`src/rtl/serial_tx_engine_pkg.sv`:
```
// serial_pkg: shared state type, default widths and beat-count helper
// for the parametrised serial transmitter.
package serial_pkg;

    typedef enum logic [1:0] {IDLE, SHIFT, DONE} tx_state_t;

    localparam int DEFAULT_DATA_WIDTH = 32;
    localparam int DEFAULT_LENGTH     = 4;
    localparam int DEFAULT_DIV        = 4;

    // Number of output beats needed to carry a dw-bit word in len-bit chunks.
    function automatic int beats(input int dw, input int len);
        return dw / len;
    endfunction

endpackage

```
`src/rtl/serial_tx_engine_baud_tick_gen.sv`:
```
// baud_tick_gen: divides the system clock into a one-cycle beat tick every
// DIV clocks while enabled; the count restarts whenever enable drops.
module baud_tick_gen #(
    parameter int DIV = 4
) (
    input  logic clk,
    input  logic reset,
    input  logic enable,
    output logic tick
);

    localparam int CNT_W = $clog2(DIV + 1);
    localparam logic [CNT_W-1:0] LAST = CNT_W'(DIV - 1);

    logic [CNT_W-1:0] count;

    assign tick = enable && (count == LAST);

    // Free-running 0..DIV-1 counter, held at zero while disabled or in reset.
    always_ff @(posedge clk) begin
        if (!reset) begin
            count <= '0;
        end else if (!enable || count == LAST) begin
            count <= '0;
        end else begin
            count <= count + CNT_W'(1);
        end
    end

endmodule

```
`src/rtl/serial_tx_engine.sv`:
```
// serial_tx_engine: captures a DATA_WIDTH word and sends it out as
// DATA_WIDTH/LENGTH beats of LENGTH bits, one beat every DIV clocks.
// Optional macro SERIAL_TX_PARITY_EN appends one even-parity beat per frame.
module serial_tx_engine
    import serial_pkg::*;
#(
    parameter int DATA_WIDTH = DEFAULT_DATA_WIDTH,
    parameter int LENGTH     = DEFAULT_LENGTH,
    parameter int DIV        = DEFAULT_DIV,
    parameter int MSB_FIRST  = 1
) (
    input  logic                  clk,
    input  logic                  reset,
    input  logic [DATA_WIDTH-1:0] din,
    input  logic                  sample,
    input  logic                  startTx,
    output logic                  txBusy,
    output logic                  txDone,
    output logic [LENGTH-1:0]     dout,
    output logic                  dout_valid
);

    localparam int BEATS  = beats(DATA_WIDTH, LENGTH);
    localparam int BEAT_W = $clog2(BEATS + 1);
    localparam logic [BEAT_W-1:0] LAST_BEAT = BEAT_W'(BEATS - 1);
`ifdef SERIAL_TX_PARITY_EN
    localparam logic [BEAT_W-1:0] PARITY_BEAT = BEAT_W'(BEATS);
`endif

    // Reject configurations that cannot split the word into whole beats.
    generate
        if (LENGTH < 1 || LENGTH > DATA_WIDTH || (DATA_WIDTH % LENGTH) != 0) begin : g_bad_length
            $fatal(1, "serial_tx_engine: DATA_WIDTH must be a multiple of LENGTH");
        end
        if (DIV < 1) begin : g_bad_div
            $fatal(1, "serial_tx_engine: DIV must be at least 1");
        end
    endgenerate

    tx_state_t             state;
    logic [DATA_WIDTH-1:0] mem;
    logic [BEAT_W-1:0]     beat_cnt;
    logic                  tick;
    logic                  tick_enable;
`ifdef SERIAL_TX_PARITY_EN
    logic                  parity_bit;
`endif

    assign tick_enable = (state == SHIFT);

    baud_tick_gen #(
        .DIV(DIV)
    ) u_tick (
        .clk   (clk),
        .reset (reset),
        .enable(tick_enable),
        .tick  (tick)
    );

    // Frame sequencer: capture in IDLE, shift a chunk out on every tick, then a one-cycle DONE.
    always_ff @(posedge clk) begin
        if (!reset) begin
            state      <= IDLE;
            mem        <= '0;
            dout       <= '0;
            dout_valid <= 1'b0;
            txBusy     <= 1'b0;
            txDone     <= 1'b0;
            beat_cnt   <= '0;
`ifdef SERIAL_TX_PARITY_EN
            parity_bit <= 1'b0;
`endif
        end else begin
            dout_valid <= 1'b0;
            txDone     <= 1'b0;
            case (state)
                IDLE: begin
                    txBusy <= 1'b0;
                    if (sample) begin
                        mem <= din;
                    end
                    if (startTx) begin
                        state    <= SHIFT;
                        beat_cnt <= '0;
`ifdef SERIAL_TX_PARITY_EN
                        parity_bit <= sample ? ^din : ^mem;
`endif
                    end
                end
                SHIFT: begin
                    txBusy <= 1'b1;
                    if (tick) begin
                        dout_valid <= 1'b1;
                        beat_cnt   <= beat_cnt + BEAT_W'(1);
`ifdef SERIAL_TX_PARITY_EN
                        if (beat_cnt == PARITY_BEAT) begin
                            dout  <= LENGTH'(parity_bit);
                            state <= DONE;
                        end else if (MSB_FIRST != 0) begin
                            dout <= mem[DATA_WIDTH-1 -: LENGTH];
                            mem  <= mem << LENGTH;
                        end else begin
                            dout <= mem[LENGTH-1:0];
                            mem  <= mem >> LENGTH;
                        end
`else
                        if (MSB_FIRST != 0) begin
                            dout <= mem[DATA_WIDTH-1 -: LENGTH];
                            mem  <= mem << LENGTH;
                        end else begin
                            dout <= mem[LENGTH-1:0];
                            mem  <= mem >> LENGTH;
                        end
                        if (beat_cnt == LAST_BEAT) begin
                            state <= DONE;
                        end
`endif
                    end
                end
                DONE: begin
                    txDone   <= 1'b1;
                    txBusy   <= 1'b0;
                    beat_cnt <= '0;
                    state    <= IDLE;
                end
                default: begin
                    state <= IDLE;
                end
            endcase
        end
    end

endmodule
```
`config.mk`:
```
export PLATFORM = sky130hd
export DESIGN_NAME = serial_tx_engine
export DESIGN_NICKNAME = d
export VERILOG_FILES = /design/src/rtl/serial_tx_engine_pkg.sv /design/src/rtl/serial_tx_engine_baud_tick_gen.sv /design/src/rtl/serial_tx_engine.sv
export SDC_FILE = /design/constraint.sdc
export NUM_CORES = 1
export LEC_CHECK = 0
export ABC_AREA = 1
export CAP_MARGIN = 20
export CELL_PAD_IN_SITES_DETAIL_PLACEMENT = 0
export CELL_PAD_IN_SITES_GLOBAL_PLACEMENT = 1
export CORE_MARGIN = 3
export CORE_UTILIZATION = 36
export DETAILED_ROUTE_END_ITERATION = 8
export GPL_ROUTABILITY_DRIVEN = 0
export GPL_TIMING_DRIVEN = 0
export HOLD_SLACK_MARGIN = 0.1
export PLACE_DENSITY_LB_ADDON = 0.1
export SLEW_MARGIN = 30
export SYNTH_ARGS = -nofsm -noshare
export SYNTH_HDL_FRONTEND = slang
export SYNTH_SLANG_ARGS = --single-unit
export TNS_END_PERCENT = 30
```
`constraint.sdc`:
```
create_clock -name clk -period 1.95 [get_ports clk]
set_input_delay 0.39 -clock clk [delete_from_list [all_inputs] [get_ports clk]]
set_output_delay 0.39 -clock clk [all_outputs]
set_load 0.03 [all_outputs]
```
# == Yosys cells after proc, flatten, opt, wreduce, memory -nomap -nowiden ==
# Index checks and enable logic that the tools add are counted.
# classes
bitwise_logic,1
n_eq_ne,8
addsub,2
mux,13
n_reduce_logical,14
# op_table
cell,n
32-bit 2-to-1 mux,2
32-bit case mux with 2 select lines,1
4-bit case mux with 3 select lines,1
3-bit AND reduction,3
4-bit 2-to-1 mux,2
"2-bit != test, second input constant",4
2-bit 2-to-1 mux,3
"4-bit by 1-bit adder with 4-bit output, second input constant",1
"4-bit by 3-bit equality test with 1-bit output, second input constant",1
2-bit case mux with 2 select lines,1
2-bit AND reduction,2
2-bit nonzero test,2
2-bit OR reduction,2
"3-bit by 1-bit adder with 3-bit output, second input constant",1
"3-bit by 2-bit equality test with 1-bit output, second input constant",1
3-bit nonzero test,1
"2-bit by 1-bit equality test with 1-bit output, second input constant",1
"2-bit equality test, second input constant",1
2-bit zero test,1
1-bit 2-to-1 mux,2
1-bit case mux with 2 select lines,1
1-bit logical AND,1
1-bit zero test,1
1-bit logical OR,1
1-bit NOT,1
# word_totals
regBits,48
elab_cells,46

# == Longest topological paths before layout ==
# Gate-level depths: netlist of run 1.
# logic_depth
word_depth,4
ltp_mapped,9

# == Cells and area by module ==
# Synthesis of run 1 repeated with hierarchy kept, for this count alone.
# hier_totals
cells_unflattened,346
area_unflattened_um2,2294.7
# modules_own_cells
module,seq_area_each_um2,cells_each,area_per_inst_um2,instances
serial_tx_engine,900.9,332,2169.6,1
baud_tick_gen,60.1,14,125.1,1

# == Worst setup path before layout of run 1 ==
# No wires, ideal clock.
# synth_path
path_kind,reg2reg
from,register u_tick.count[0]
to,register mem[10]
path_buffers,2
path_stages_with_launch,9
setup_slack_ns,0.574
synth_period_minus_slack_ns,1.376
required_time_ns,1.834
arrival_time_ns,1.260
cell_sequence,dfxtp_1 ha_1 ha_1 nand2_2 nand2_4 buf_6 buf_6 o21ai_0 nor2_1
# synth_between
elab_chain_len,4
# synth_lines
item,line_no,source
"start, declared",serial_tx_engine_baud_tick_gen.sv:15,logic [CNT_W-1:0] count;
"start signal, assigned",serial_tx_engine_baud_tick_gen.sv:26,count <= count + CNT_W'(1);
3-bit by 2-bit equality test with 1-bit output,serial_tx_engine_baud_tick_gen.sv:17,assign tick = enable && (count == LAST);
1-bit logical AND,serial_tx_engine_baud_tick_gen.sv:17,
2-bit != test (no source line),n/a,
3-bit AND reduction (no source line),n/a,
"end signal, assigned",serial_tx_engine.sv:80,mem <= din;
"end signal, assigned",serial_tx_engine.sv:109,mem <= mem << LENGTH;
"end signal, assigned",serial_tx_engine.sv:112,mem <= mem >> LENGTH;
"end, declared",serial_tx_engine.sv:41,logic [DATA_WIDTH-1:0] mem;
# Every way passes these cells.
# A chain may end at the register's enable or synchronous reset.

# == Worst setup path in the final report of run 1 ==
# layout_path
from,register dout[0]
to,output dout[0]
# layout_rtl
item,line_no,source
"start, declared",serial_tx_engine.sv:19,"output logic [LENGTH-1:0] dout,"
"start signal, assigned",serial_tx_engine.sv:108,dout <= mem[DATA_WIDTH-1 -: LENGTH];
"start signal, assigned",serial_tx_engine.sv:111,dout <= mem[LENGTH-1:0];
# No word-level cell between the ends.

==> out/qor.txt, run 1 <==
OUTCOME
-------------------------------------------------------------------------------------
Status ................................................................. finished, final reports clean

CTS
-------------------------------------------------------------------------------------
Clock root buffer ...................................................... sky130_fd_sc_hd__clkbuf_8
Number of buffers on the longest clock path ............................            2
Worst-path clk slew ....................................................      0.08 ns
Resized cells post-CTS .................................................            0
TritonCTS Buffers ......................................................            5
Clock sink total .......................................................           48
Maximum level of the CTS H-tree ........................................            2
Source-to-sink clock delay at the later pin of the worst-skew pair .....      0.29 ns
CTS hold repair buffers ................................................            0
CTS tree ...............................................................         done
Post-CTS Setup Inserts .................................................            0

CELLS AND AREA
-------------------------------------------------------------------------------------
Final layout net count .................................................          412
Core utilization of the finished layout ................................        48.9%
Final Instance Area ....................................................    2780 um^2
Fillers ................................................................          624
Layout-stage area growth over the synthesis result .....................        28.0%
Final standard cell count with taps included and fillers excluded ......          445
Antenna cell count .....................................................            0
Fraction of final layout cells with drive strength greater than 1 ......        7.24%

CRITICAL PATH
-------------------------------------------------------------------------------------
Slowest cell delay on critical path ....................................      0.67 ns
WS Path Type ........................................................... register to primary output
R2R setup slack ........................................................      0.36 ns
CP Cell Sequence ....................................................... clkdlybuf4s50_1
Worst Path Arrival .....................................................      1.30 ns
CP Capture Type ........................................................ primary output
Largest driver fanout on the critical path .............................            2
Buffer and inverter count on the worst path ............................            1
Type of origin of the critical path ....................................     register
Kind of cell adding the most delay to the critical path ................ buffers and inverters
Req. time, crit path ...................................................      1.56 ns
Crit path max-delay cell type .......................................... sky130_fd_sc_hd__clkdlybuf4s50_1

LOGIC SYNTHESIS
-------------------------------------------------------------------------------------
#FFs+latches synth .....................................................           48
Cell types occupying the most area after synthesis ..................... sky130_fd_sc_hd__dfxtp_1, sky130_fd_sc_hd__nand2_1, sky130_fd_sc_hd__nor2_1
Post-synthesis sequential area ratio ...................................        44.3%
Post-Syn Instances .....................................................          324
Commonest cells in the netlist ......................................... sky130_fd_sc_hd__nand2_1, sky130_fd_sc_hd__nor2_1, sky130_fd_sc_hd__dfxtp_1, sky130_fd_sc_hd__o21ai_0, sky130_fd_sc_hd__inv_1
Post-Syn Area per Cell .................................................    6.70 um^2
EDFF count, synth ......................................................            0
Share of flip-flops with an asynchronous set or reset ..................           0%
Number of nets in the synthesized netlist ..............................          363
Largest area contributor in the netlist ................................ sky130_fd_sc_hd__dfxtp_1
Synth Flop Type ........................................................ sky130_fd_sc_hd__dfxtp_1
Most frequent cell after synthesis ..................................... sky130_fd_sc_hd__nand2_1
Area fraction of the dominant cell type after synthesis ................        44.3%
Count of distinct cell types in the synthesized netlist ................           21
Total of warnings raised by yosys ......................................            0
Summed instance area of the synthesized netlist ........................    2170 um^2

GLOBAL ROUTE
-------------------------------------------------------------------------------------
Via count of the first global-routing pass .............................         1940
Pin count of the biggest net entering global routing ...................           14
Leftover overflow at the end of global routing .........................            0
Combined global-route utilization of all metal layers ..................        15.7%
Global-route wire length before repair .................................      9100 um
Initial antenna violation count ........................................            0

FLOORPLANNING
-------------------------------------------------------------------------------------
Horiz. Die Dim .........................................................      83.7 um
Vertical extent of the die .............................................      83.7 um
Initial core utilization ...............................................        38.2%
# rows .................................................................           27
Die area ...............................................................    7000 um^2
Std-Cell Core Area .....................................................    5680 um^2
Boundary pin count .....................................................           43

PLACE
-------------------------------------------------------------------------------------
Setup slack at placement ...............................................     0.203 ns
DPL Wire Length ........................................................      3620 um
Area post-placement ....................................................    2680 um^2
Buffers added on ports .................................................           42
# placed instances .....................................................          438

WORST HOLD PATH
-------------------------------------------------------------------------------------
Type of the most critical hold path .................................... register to register

STA
-------------------------------------------------------------------------------------
Achievable Freq ........................................................      592 MHz
Min cycle time layout ..................................................      1.69 ns
Unrepaired setup endpoints after global routing ........................        false
Count of endpoints failing setup in the final report ...................            0
Total Neg Setup Slack ..................................................         0 ns
Crit share post-route ..................................................        86.6%
Worst Max-Slew Pin Slew ................................................     0.473 ns
Worst Setup Slack, final ...............................................     0.261 ns
Max-slew headroom ......................................................        68.5%
Skew final .............................................................   0.00362 ns
Total count of max-transition violations in the final report ...........            0
Final-report hold violation count ......................................            0

DETAILED ROUTING
-------------------------------------------------------------------------------------
Residual antenna-violating net count after detailed routing ............            0
DRT Pass-1 Iters .......................................................            4
Via-per-instance ratio .................................................         4.50
Post-DR wirelength/cell ................................................      11.5 um
Total wirelength of the detailed-routed design .........................      5110 um
Count of routing violations after the opening detailed-route iteration .          106
# DRC ..................................................................            0
Vias ...................................................................         2003

PWR
-------------------------------------------------------------------------------------
Leakage ................................................................      1.29 nW
Total power density per cell area ......................................  786 nW/um^2
Max IR drop VDD ........................................................       406 uV

RUN
-------------------------------------------------------------------------------------
Max-Cap Viols ..........................................................            0

==> final timing paths <==
kind	start	end	depth (start not counted)
max	dout[0]$_SDFFE_PN0P_	dout[0]	1
min	u_tick.count[0]$_SDFF_PP0_	u_tick.count[0]$_SDFF_PP0_	1
max reg2reg	u_tick.count[0]$_SDFF_PP0_	beat_cnt[0]$_SDFFE_PN0P_	7
min reg2reg	u_tick.count[0]$_SDFF_PP0_	u_tick.count[0]$_SDFF_PP0_	1
==> sequential cells by signal, summed over array words and instances, names as in the netlist <==
register / cells
mem: 32
beat_cnt: 4
dout: 4
u_tick.count: 3
state: 2
dout_valid: 1
txBusy: 1
txDone: 1
==> logic make-up (layout without fill, tap and decap cells) <==
kind of cell | count (synthesis) | after routing | synth area share, %
simple gates | 196 | 196 | 36.0
flops | 48 | 48 | 44.3
compound gates | 43 | 43 | 10.0
buf+inv | 34 | 83 | 7.95
fa+ha+maj | 3 | 3 | 1.73
==> layout by cell type (no fill, tap or decap), drive strengths merged <==
master,instances
a21oi,10
buf,12
clkbuf,11
clkdlybuf4s50,42
dfxtp,48
ha,3
inv,18
nand2,116
nand3,10
nor2,68
nor3,2
o211ai,1
o21ai,32
==> area by class of cell <==
| type | instances | area, um^2 | share of cell area [%] |
|---|---|---|---|
| clock buffer | 7 | 96.3 | 3.47 |
| inverter | 18 | 70.1 | 2.52 |
| sequential | 48 | 961 | 34.6 |
| timing repair buffer | 42 | 420 | 15.1 |
| buffer | 16 | 103 | 3.69 |
| multi-input combinational | 242 | 1040 | 37.3 |
| tap | 72 | 90.1 | 3.24 |
==> power breakdown <==
part / total (mW) / switching (mW) / internal, mW
Combinational: 0.460 / 0.262 / 0.198
Sequential: 1.10 / 0.0426 / 1.06
Clock: 0.623 / 0.307 / 0.316
==> metal layers <==
layer	up-vias	part of all wire, %	track usage [%]
met2	42	40	23.7
met3	4	3.9	3.55
met1	857	54	22.2
met5	-	0	0
li1	1100	-	-
met4	0	1.2	4.82
==> per-stage QoR <==
stage	hold slack (ns)	total power [mW]
after global routing	0.465	2.34
after detailed placement	0.411	1.58
after floorplan	0.399	1.42
final	0.424	2.18
after CTS	0.423	2.23
after global placement	0.411	1.58
No activity file was read; power rests on OpenSTA's default activity.
==> run 2: changes to the inputs <==
CTS_CLUSTER_SIZE = 14   (was default)
==> results of run 2 <==
Same layout as run 1: the final DEF is identical, and so are final timing and power.
==> run 3: changes to the inputs <==
CORE_ASPECT_RATIO = 1.5   (was default)
RECOVER_POWER = 50   (was default)
TNS_END_PERCENT = 1   (was 30)
==> out/qor.txt, run 3 (synthesis gave the netlist of run 1 again) <==
OUTCOME
-------------------------------------------------------------------------------------
Status ................................................................. finished, final reports clean

CRITICAL PATH
-------------------------------------------------------------------------------------
Buffer and inverter count on the worst path ............................            1   unchanged
Number of gates on the worst path with buffers counted .................            1   unchanged
Crit path max-delay cell type .......................................... sky130_fd_sc_hd__clkdlybuf4s50_1
Req. time, crit path ...................................................      1.56 ns   about the same
WS Path Type ........................................................... register to primary output
Kind of cell adding the most delay to the critical path ................ buffers and inverters
Slowest cell delay on critical path ....................................      0.67 ns   about the same
CP Cell Sequence ....................................................... clkdlybuf4s50_1
R2R setup slack ........................................................      0.31 ns   -0.05 ns
Type of origin of the critical path ....................................     register
Worst reg2reg path depth ...............................................            7   unchanged
CP Capture Type ........................................................ primary output
Worst Path Arrival .....................................................      1.31 ns   about the same
Largest driver fanout on the critical path .............................            2   unchanged

FLOORPLANNING
-------------------------------------------------------------------------------------
# rows .................................................................           34   +26%
Vertical extent of the die .............................................       101 um   +21%
Initial core utilization ...............................................        37.2%   -1.0 points
Die area ...............................................................    7020 um^2   +0.27%
Std-Cell Core Area .....................................................    5830 um^2   +2.7%
Boundary pin count .....................................................           43   unchanged
Horiz. Die Dim .........................................................      69.4 um   -17%

STA
-------------------------------------------------------------------------------------
Total Neg Setup Slack ..................................................         0 ns   unchanged
Unrepaired setup endpoints after global routing ........................        false
Worst Max-Slew Pin Slew ................................................     0.467 ns   -0.00569 ns
Total count of max-transition violations in the final report ...........            0   unchanged
Final-report hold violation count ......................................            0   unchanged
Min cycle time layout ..................................................      1.70 ns   +0.0121 ns
Skew final .............................................................   0.00451 ns   +0.000888 ns
Max-slew headroom ......................................................        68.9%   +0.38 points
Achievable Freq ........................................................      588 MHz   -0.71%
Count of endpoints failing setup in the final report ...................            0   unchanged
Crit share post-route ..................................................        87.2%   +0.62 points

DETAILED ROUTING
-------------------------------------------------------------------------------------
Residual antenna-violating net count after detailed routing ............            0   unchanged
Via-per-instance ratio .................................................         4.56   +1.4%
Total wirelength of the detailed-routed design .........................      5100 um   -0.23%
# DRC ..................................................................            0   unchanged
Vias ...................................................................         2035   +1.6%
Count of routing violations after the opening detailed-route iteration .           73   -31%
DRT Pass-1 Iters .......................................................            4   unchanged
Post-DR wirelength/cell ................................................      11.4 um   -0.46%

PLACE
-------------------------------------------------------------------------------------
# placed instances .....................................................          438   unchanged
Buffers added on ports .................................................           42   unchanged
Area post-placement ....................................................    2680 um^2   unchanged
DPL Wire Length ........................................................      3790 um   +4.7%

CELLS AND AREA
-------------------------------------------------------------------------------------
Final layout net count .................................................          412   unchanged
Leading cell types in the layout, fill and taps excluded ............... sky130_fd_sc_hd__nand2_1, sky130_fd_sc_hd__nor2_1, sky130_fd_sc_hd__dfxtp_1
Fraction of final layout cells with drive strength greater than 1 ......        5.88%   -1.4 points
Register containing the most flip-flops in the final layout ............          mem
Final standard cell count with taps included and fillers excluded ......          446   +0.22%
Layout-stage area growth over the synthesis result .....................        26.9%
Antenna cell count .....................................................            0   unchanged
Most frequent standard cell in the layout excluding fill and tap cells . sky130_fd_sc_hd__nand2_1
Biggest registers after layout ......................................... mem: 32 flops, beat_cnt: 4 flops, dout: 4 flops
Final Instance Area ....................................................    2750 um^2   -0.86%
Flip-flop count of the largest register, all copies and words added ....           32   unchanged

GLOBAL ROUTE
-------------------------------------------------------------------------------------
Via count of the first global-routing pass .............................         1941   +0.052%
Initial antenna violation count ........................................            0   unchanged
Leftover overflow at the end of global routing .........................            0   unchanged
Combined global-route utilization of all metal layers ..................        15.3%   -0.43 points
Pin count of the biggest net entering global routing ...................           14   unchanged
Global-route wire length before repair .................................      8650 um   -4.9%

CTS
-------------------------------------------------------------------------------------
Maximum level of the CTS H-tree ........................................            2   unchanged
Post-CTS Setup Inserts .................................................            0   unchanged
Clock sink total .......................................................           48   unchanged
Number of buffers on the longest clock path ............................            2   unchanged
CTS tree ...............................................................         done
Clock root buffer ...................................................... sky130_fd_sc_hd__clkbuf_8
TritonCTS Buffers ......................................................            5   unchanged
CTS hold repair buffers ................................................            0   unchanged
Source-to-sink clock delay at the later pin of the worst-skew pair .....      0.29 ns   about the same
Worst-path clk slew ....................................................      0.08 ns   about the same

PWR
-------------------------------------------------------------------------------------
Switching share of power ...............................................        28.2%   +0.24 points
Max IR drop VDD ........................................................       439 uV   +8.2%
Leakage ................................................................      1.27 nW   -1.2%
Clock group share of total power .......................................        27.8%   -0.7 points
Sequential Power Share .................................................        51.2%   +0.8 points
Internal cell power ....................................................      1.54 mW   -2.0%
Power share of the combinational group .................................        21.0%   about the same
Total power density per cell area ......................................  780 nW/um^2   -0.81%
Switching Power ........................................................     0.607 mW   -0.83%

RUN
-------------------------------------------------------------------------------------
Max-Cap Viols ..........................................................            0   unchanged

WORST HOLD PATH
-------------------------------------------------------------------------------------
Type of the most critical hold path .................................... register to register
Hold Path Stages .......................................................            1   unchanged

-- run 3: cell count changes in the layout (fill, tap and decap cells not counted), sizes merged --
cell           previous run  this run
buf                      12         9
clkbuf                   11        15
clkdlybuf4s50            42        41
dlygate4sd3               0         1
-- run 3: final timing paths --
kind                              startpoint                         end
hold reg to reg   u_tick.count[0]$_SDFF_PP0_  u_tick.count[0]$_SDFF_PP0_
setup / recovery        dout[1]$_SDFFE_PN0P_                     dout[1]
hold / removal    u_tick.count[0]$_SDFF_PP0_  u_tick.count[0]$_SDFF_PP0_
setup reg to reg       state[0]$_SDFFE_PN0P_       state[0]$_SDFFE_PN0P_
-- run 3: final cells by class --
type / count / area (um^2)
Multi-Input combinational cell: 242 / 1020
Timing Repair Buffer: 42 / 420
Tap cell: 72 / 90.1
Inverter: 18 / 70.1
Sequential cell: 48 / 961
Fill cell: 630 / 3070
Buffer: 16 / 98.8
Clock buffer: 8 / 90.1
-- run 3: repair_timing --
action                     CTS  global route
gates resized for setup      0             1
setup endpoints to repair    0             1
hold endpoints to repair     0             0
-- run 3: power groups by stage --
stage / Sequential, mW / Combinational, mW / Clock [mW]
floorplan: 1.12 / 0.304 / 0
global placement: 1.12 / 0.463 / 0
detailed placement: 1.12 / 0.464 / 0
CTS: 1.10 / 0.467 / 0.626
global route: 1.11 / 0.516 / 0.659
finish: 1.10 / 0.450 / 0.598
-- run 3: per-stage QoR --
step | setup slack [ns] | util (%) | power, mW | hold WS [ns]
floorplan | 0.574 | - | 1.42 | 0.399
global placement | 0.195 | 46.0 | 1.59 | 0.411
detailed placement | 0.208 | 46.0 | 1.59 | 0.426
CTS | 0.230 | 47.6 | 2.20 | 0.438
global route | 0.0997 | 47.3 | 2.28 | 0.440
finish | 0.249 | 47.3 | 2.15 | 0.431
-- run 3: per-layer routing --
metal  track usage (%)  vias up  wire, um
met5                 0        -         0
met4              4.96        0        64
met3              2.89        6       171
met2              28.2       33      2640
met1              17.6      898      2230
li1                  -     1098         -
